--- config.mk ---
export PLATFORM = sky130hd
export DESIGN_NAME = lc3_microsequencer
export DESIGN_NICKNAME = d
export VERILOG_FILES = /design/src/rtl/lc3_microsequencer_pkg.sv /design/src/rtl/lc3_useq_next.sv /design/src/rtl/lc3_microsequencer.sv
export SDC_FILE = /design/constraint.sdc
export NUM_CORES = 1
export LEC_CHECK = 0
export ABC_AREA = 1
export CAP_MARGIN = 20
export CELL_PAD_IN_SITES_DETAIL_PLACEMENT = 0
export CELL_PAD_IN_SITES_GLOBAL_PLACEMENT = 1
export CORE_MARGIN = 2
export CORE_UTILIZATION = 19
export DETAILED_ROUTE_END_ITERATION = 12
export GPL_TIMING_DRIVEN = 0
export PLACE_DENSITY = 0.85
export SLEW_MARGIN = 20
export SYNTH_ARGS = -nofsm -noshare
export SYNTH_HDL_FRONTEND = slang
export SYNTH_SLANG_ARGS = --single-unit
--- constraint.sdc ---
create_clock -name clk -period 1 [get_ports clk]
set_clock_uncertainty 0.1 [all_clocks]
set_input_delay 0.1 -clock clk [delete_from_list [all_inputs] [get_ports clk]]
set_output_delay 0.1 -clock clk [all_outputs]
set_load 0.03 [all_outputs]
--- src/rtl/lc3_microsequencer_pkg.sv ---
// Shared constants for the LC-3 microsequencer: branch-condition codes and the fetch entry state.
package lc3_microsequencer_pkg;

    localparam logic [2:0] COND_UNCOND = 3'b000;
    localparam logic [2:0] COND_MEMR   = 3'b001;
    localparam logic [2:0] COND_BEN    = 3'b010;
    localparam logic [2:0] COND_ADDR   = 3'b011;
    localparam logic [2:0] COND_PRIV   = 3'b100;
    localparam logic [2:0] COND_INT    = 3'b101;

    localparam int unsigned STATE_FETCH = 18;

endpackage

--- src/rtl/lc3_useq_next.sv ---
// Combinational next-microstate function: decode dispatch or j with one condition bit ORed in.
module lc3_useq_next
    import lc3_microsequencer_pkg::*;
#(
    parameter int unsigned ADDR_WIDTH = 6
) (
    input  logic                  ird,
    input  logic [2:0]            cond,
    input  logic [ADDR_WIDTH-1:0] j,
    input  logic [3:0]            ir_op,
    input  logic                  ir_11,
    input  logic                  ben,
    input  logic                  mem_r,
    input  logic                  psr_15,
    input  logic                  int_req,
    output logic [ADDR_WIDTH-1:0] next,
    output logic                  reserved
);

    always_comb begin
        next     = j;
        reserved = 1'b0;
        if (ird) begin
            next = {{(ADDR_WIDTH - 4){1'b0}}, ir_op};
        end else begin
            // Each condition forces a single bit high; no carry into neighbouring bits.
            case (cond)
                COND_UNCOND: next = j;
                COND_MEMR:   next[1] = j[1] | mem_r;
                COND_BEN:    next[2] = j[2] | ben;
                COND_ADDR:   next[0] = j[0] | ir_11;
                COND_PRIV:   next[3] = j[3] | psr_15;
                COND_INT:    next[4] = j[4] | int_req;
                default:     reserved = 1'b1;
            endcase
        end
    end

endmodule

--- src/rtl/lc3_microsequencer.sv ---
// LC-3 microsequencer top: microstate register, stall/reset handling, sticky cond_err.
// Optional wait-cycle counter enabled by defining USEQ_WAIT_CNT_EN.
module lc3_microsequencer
    import lc3_microsequencer_pkg::*;
#(
    parameter int unsigned ADDR_WIDTH  = 6,
    parameter int unsigned RESET_STATE = STATE_FETCH
) (
    input  logic                  clk,
    input  logic                  rst,
    input  logic                  stall,
    input  logic                  ird,
    input  logic [2:0]            cond,
    input  logic [ADDR_WIDTH-1:0] j,
    input  logic [3:0]            ir_op,
    input  logic                  ir_11,
    input  logic                  ben,
    input  logic                  mem_r,
    input  logic                  psr_15,
    input  logic                  int_req,
`ifdef USEQ_WAIT_CNT_EN
    output logic [15:0]           wait_cnt,
`endif
    output logic [ADDR_WIDTH-1:0] addr,
    output logic                  cond_err
);

    logic [ADDR_WIDTH-1:0] addr_q, addr_d;
    logic                  cond_err_q, cond_err_d;
    logic [ADDR_WIDTH-1:0] next_addr;
    logic                  reserved;

    lc3_useq_next #(
        .ADDR_WIDTH(ADDR_WIDTH)
    ) u_next (
        .ird     (ird),
        .cond    (cond),
        .j       (j),
        .ir_op   (ir_op),
        .ir_11   (ir_11),
        .ben     (ben),
        .mem_r   (mem_r),
        .psr_15  (psr_15),
        .int_req (int_req),
        .next    (next_addr),
        .reserved(reserved)
    );

    always_comb begin
        addr_d     = addr_q;
        cond_err_d = cond_err_q;
        if (!stall) begin
            addr_d     = next_addr;
            cond_err_d = cond_err_q | reserved;
        end
    end

    always_ff @(posedge clk) begin
        if (rst) begin
            addr_q     <= ADDR_WIDTH'(RESET_STATE);
            cond_err_q <= 1'b0;
        end else begin
            addr_q     <= addr_d;
            cond_err_q <= cond_err_d;
        end
    end

    assign addr     = addr_q;
    assign cond_err = cond_err_q;

`ifdef USEQ_WAIT_CNT_EN
    logic [15:0] wait_cnt_q, wait_cnt_d;
    logic        wait_cycle;

    assign wait_cycle = !stall && !ird && (cond == COND_MEMR) && !mem_r;

    always_comb begin
        wait_cnt_d = wait_cnt_q;
        if (wait_cycle && (wait_cnt_q != 16'hFFFF)) begin
            wait_cnt_d = wait_cnt_q + 16'd1;
        end
    end

    always_ff @(posedge clk) begin
        if (rst) begin
            wait_cnt_q <= 16'd0;
        end else begin
            wait_cnt_q <= wait_cnt_d;
        end
    end

    assign wait_cnt = wait_cnt_q;
`endif

endmodule

## Yosys cells after proc, flatten, opt, wreduce, memory -nomap -nowiden

Cells that the tools add are included.

- Bits in registers: 7
- Bits of input ports: 22
- Word-level logic and storage cells: 23

- Equality and inequality tests: 5
- Muxes and demuxes: 8
- Bitwise operators: 6
- Reductions and logical operators: 2

Operators with widths:

| operator | number |
|---|---|
| two-way mux 1 bit | 7 |
| equality test 3 x 2 -> 1 bit, second input constant | 2 |
| equality test 3 bit, second input constant | 2 |
| two-way mux 6 bit | 1 |
| OR 1 bit | 6 |
| OR reduction 6 bit | 1 |
| equality test 3 x 1 -> 1 bit, second input constant | 1 |
| logical NOT 3 bit | 1 |

## Logic depth before layout (Yosys ltp)

Gate-level depths: netlist (run 1).

- Depth in word-level cells: 5
- Depth in mapped cells: 6

## Cells and area by module

A second synthesis (run 1) with hierarchy kept.

- Cell total of the unflattened synthesis: 70
- Area, all modules: 401.6 um^2

By module, submodules not included:

| module | times used | cells an instance | area each (um^2) | seq. area each (um^2) |
|---|---|---|---|---|
| lc3_microsequencer | 1 | 30 | 239.0 | 140.1 |
| lc3_useq_next | 1 | 40 | 162.7 | 0.0 |

## Worst setup path after synthesis (run 1)

OpenSTA, ideal clock, no wires.

- Path kind: register to register
- Start point: register addr[0] (netlist name)
- End point: register addr_q[0] (netlist: addr[0])
- Data arrival time: 0.709 ns
- Required time: 0.830 ns
- Setup slack: 0.122 ns
- Stages on the path, launching flop included: 3
- Path buffers: 0
- Period minus slack after synthesis: 0.878 ns
- Path through: dfxtp_1 > o21ai_0 > a21oi_1

RTL lines:

| item | line | source |
|---|---|---|
| end signal, assigned | lc3_microsequencer.sv:60 | `addr_q <= ADDR_WIDTH'(RESET_STATE);` |
| end signal, assigned | lc3_microsequencer.sv:63 | `addr_q <= addr_d;` |
| end, declared | lc3_microsequencer.sv:28 | `logic [ADDR_WIDTH-1:0] addr_q, addr_d;` |

## Final worst setup path (run 1)

- Start point: register addr_q[5] (netlist: addr[5])
- End point: output addr[5]

RTL lines:

| item | line | source |
|---|---|---|
| end, declared | lc3_microsequencer.sv:24 | `output logic [ADDR_WIDTH-1:0] addr,` |

No word-level cell between the ends.

==> results_dict.tcl, run 1 <==
set metrics [dict create \
    die-area_um2 2280 \
    wl_per_cell_um 8.89 \
    grt_pass1_vias 422 \
    synth_cell_types 12 \
    hold_violations 0 \
    cts_tree "yes" \
    cpPeakStageDelay_ns 0.32 \
    cp-end-kind "primary output" \
    h-tree-depth 1 \
    postSynthAreaPerCell_um2 6.15 \
    path_clk_slew_ns 0.05 \
    relSlewSlack_pct 84.2 \
    rsz0062_at_grt "false" \
    ios 29 \
    cts_root_buf "clkbuf_4" \
    worst_setup_path_start_kind "flop" \
    ys.flop_type "dfxtp_1" \
    antenna_found_initial 0 \
    firstDrtPassIters 3 \
    via_per_inst 4.12 \
    ctsHoldBuffers 0 \
    yosysTopAreaCellShare_pct 38.6 \
    start_util_pct 20.6 \
    critPathMaxFanout 2 \
    post-route-min-period_ns 0.957 \
    die_x_um 47.7 \
    grt_max_degree 8 \
    final_cells 116 \
    slew_viol_final 0 \
    cp.arrival_ns 0.76 \
    ant_nets 0 \
    yosys.area.top_type "dfxtp_1" \
    clk_latency_ns 0.25 \
    run_status "finished, final reports clean" \
    critPathTopFamily "flip-flops" \
    fin_nets 114 \
    worstSetupPathType "flop to primary output" \
    gp_congestion 0.741 \
    crit_buf_inv 1 \
    yosys-top-cells-count "16 x nand2_1, 10 x inv_1, 8 x a21oi_1, 8 x nor2_1, 7 x dfxtp_1" \
    dp_hpwl_um 844 \
    min_path_type "primary input to flop" \
    ir_worst_vdd_v 0.000643 \
    netlist_area_um2 363 \
    synthesis.nets 81 \
    fin_util_pct 39.0 \
    cts.sinks 7 \
    crit_cells 1 \
    synthTopCellsByArea "dfxtp_1 39%, nand2_1 17%, a21oi_1 11%, inv_1 10%, nor2_1 8.3%" \
    ys_warn_count 0 \
    routed_wirelength_um 1030 \
    drt-initial-drc-count 4 \
    synth_edf_count 0 \
    maxCapViolCount 0 \
    p_per_area_nw_per_um2 1120 \
    setup_viol 0 \
    yosysMostFrequentCell "nand2_1" \
    clk_path_buf_depth 2 \
    drc 0 \
    critPathSlowestCell "dfxtp_1" \
    dp_cells 112 \
    grtUsageTotal_pct 11.2 \
    drive_gt1_share_pct 14.3 \
    required_ns 0.80 \
    synth-seq-cells 7 \
    fmax_mhz 1050 \
    core_area_um2 1760 \
    ys_seq_area_share_pct 38.6 \
    numCtsBuffers 3 \
    hold_depth 3 \
    rows 15 \
    leakage_nw 0.354 \
    vias 478 \
    cts_setup_buffers 0 \
    crit_chain "buf_2" \
    fp.dieH_um 47.7 \
    async_flop_share_pct 0 \
    n_antenna_cell 0 \
    worstMarginPinSlew_ns 0.237 \
    grt-ovfl-total 0 \
    reg2reg_depth 2 \
    io_buffer_count 28 \
    grt_first_pass_wirelength_um 1720 \
    post-route-period-util_pct 95.7 \
    syn_to_final_growth_pct 89.7 \
    synthCells 59 \
]
-- state kept, by name, indices dropped and copies added (netlist names) --
name      flops
cond_err      1
addr          6
-- per-layer routing --
metal  part of all wire (%)  wire length, µm  track usage (%)
met4                      0                0             3.24
met3                     11              116             7.17
met5                      0                0                0
met1                     46              475             13.3
met2                     43              439             16.5
-- cell usage in the layout, fill, tap and decap left out, types with 2 or more instances in the layout --
master and instances:
nor2_2 2, buf_2 2, inv_1 10, dlygate4sd2_1 2, dlymetal6s2s_1 3, a21oi_1 8, clkdlybuf4s50_1 16, o21ai_0 4
dfxtp_1 7, nor2_1 6, clkbuf_4 5, nand2_1 16, buf_4 3
-- final timing paths --
check	from	to	slack, ns
setup reg to reg	addr[2]$_SDFFE_PP0N_	addr[2]$_SDFFE_PP0N_	0.25
hold / removal	cond[1]	cond_err$_SDFFE_PP0N_	0.1
setup / recovery	addr[5]$_SDFFE_PP0N_	addr[5]	0.04
hold reg to reg	addr[5]$_SDFFE_PP0N_	addr[5]$_SDFFE_PP0N_	0.36
-- repair_timing --
item | in CTS | in global routing
pin swaps | 0 | 0
endpoints found under the setup margin | 10 | 9
gates resized for setup | 37 | 13
-- power breakdown --
group	switching (mW)	internal, mW
sequential	0.00796	0.298
combinational	0.102	0.111
clock	0.103	0.152
-- cell type report --
class	instances	area, µm²
Fill cell	213	1080
Timing Repair Buffer	28	263
Multi-Input combinational cell	41	186
Sequential cell	7	140
Inverter	11	41.3
Tap cell	25	31.3
Clock buffer	4	26.3
-- kinds of logic (layout without fill, tap and decap cells) --
| logic type | after synthesis | after routing | share of synthesized area, % |
|---|---|---|---|
| compound gates | 14 | 14 | 20.3 |
| simple gates | 27 | 27 | 29.7 |
| flops | 7 | 7 | 38.6 |
| buf+inv | 11 | 43 | 11.4 |
-- through the flow --
step                      area (µm²)  total power [mW]  hold slack (ns)  setup WS [ns]  setup TNS (ns)
after CTS                        663             0.781            0.240        0.00524               0
after floorplan                  363             0.399           0.0691          0.122               0
after global placement           674             0.537            0.345         -0.307           -2.99
final                            688             0.774           0.0965         0.0433               0
after detailed placement         674             0.538            0.354         -0.320           -3.04
after global routing             688             0.839            0.144       0.000837               0
No activity file was read; power rests on OpenSTA's default activity.
==> run 2: changes to the inputs <==
CAP_MARGIN = default   (was 20)
SKIP_LAST_GASP = 1   (was default)
==> results of run 2 <==
No change in the layout: final DEF, timing and power equal those of run 1.
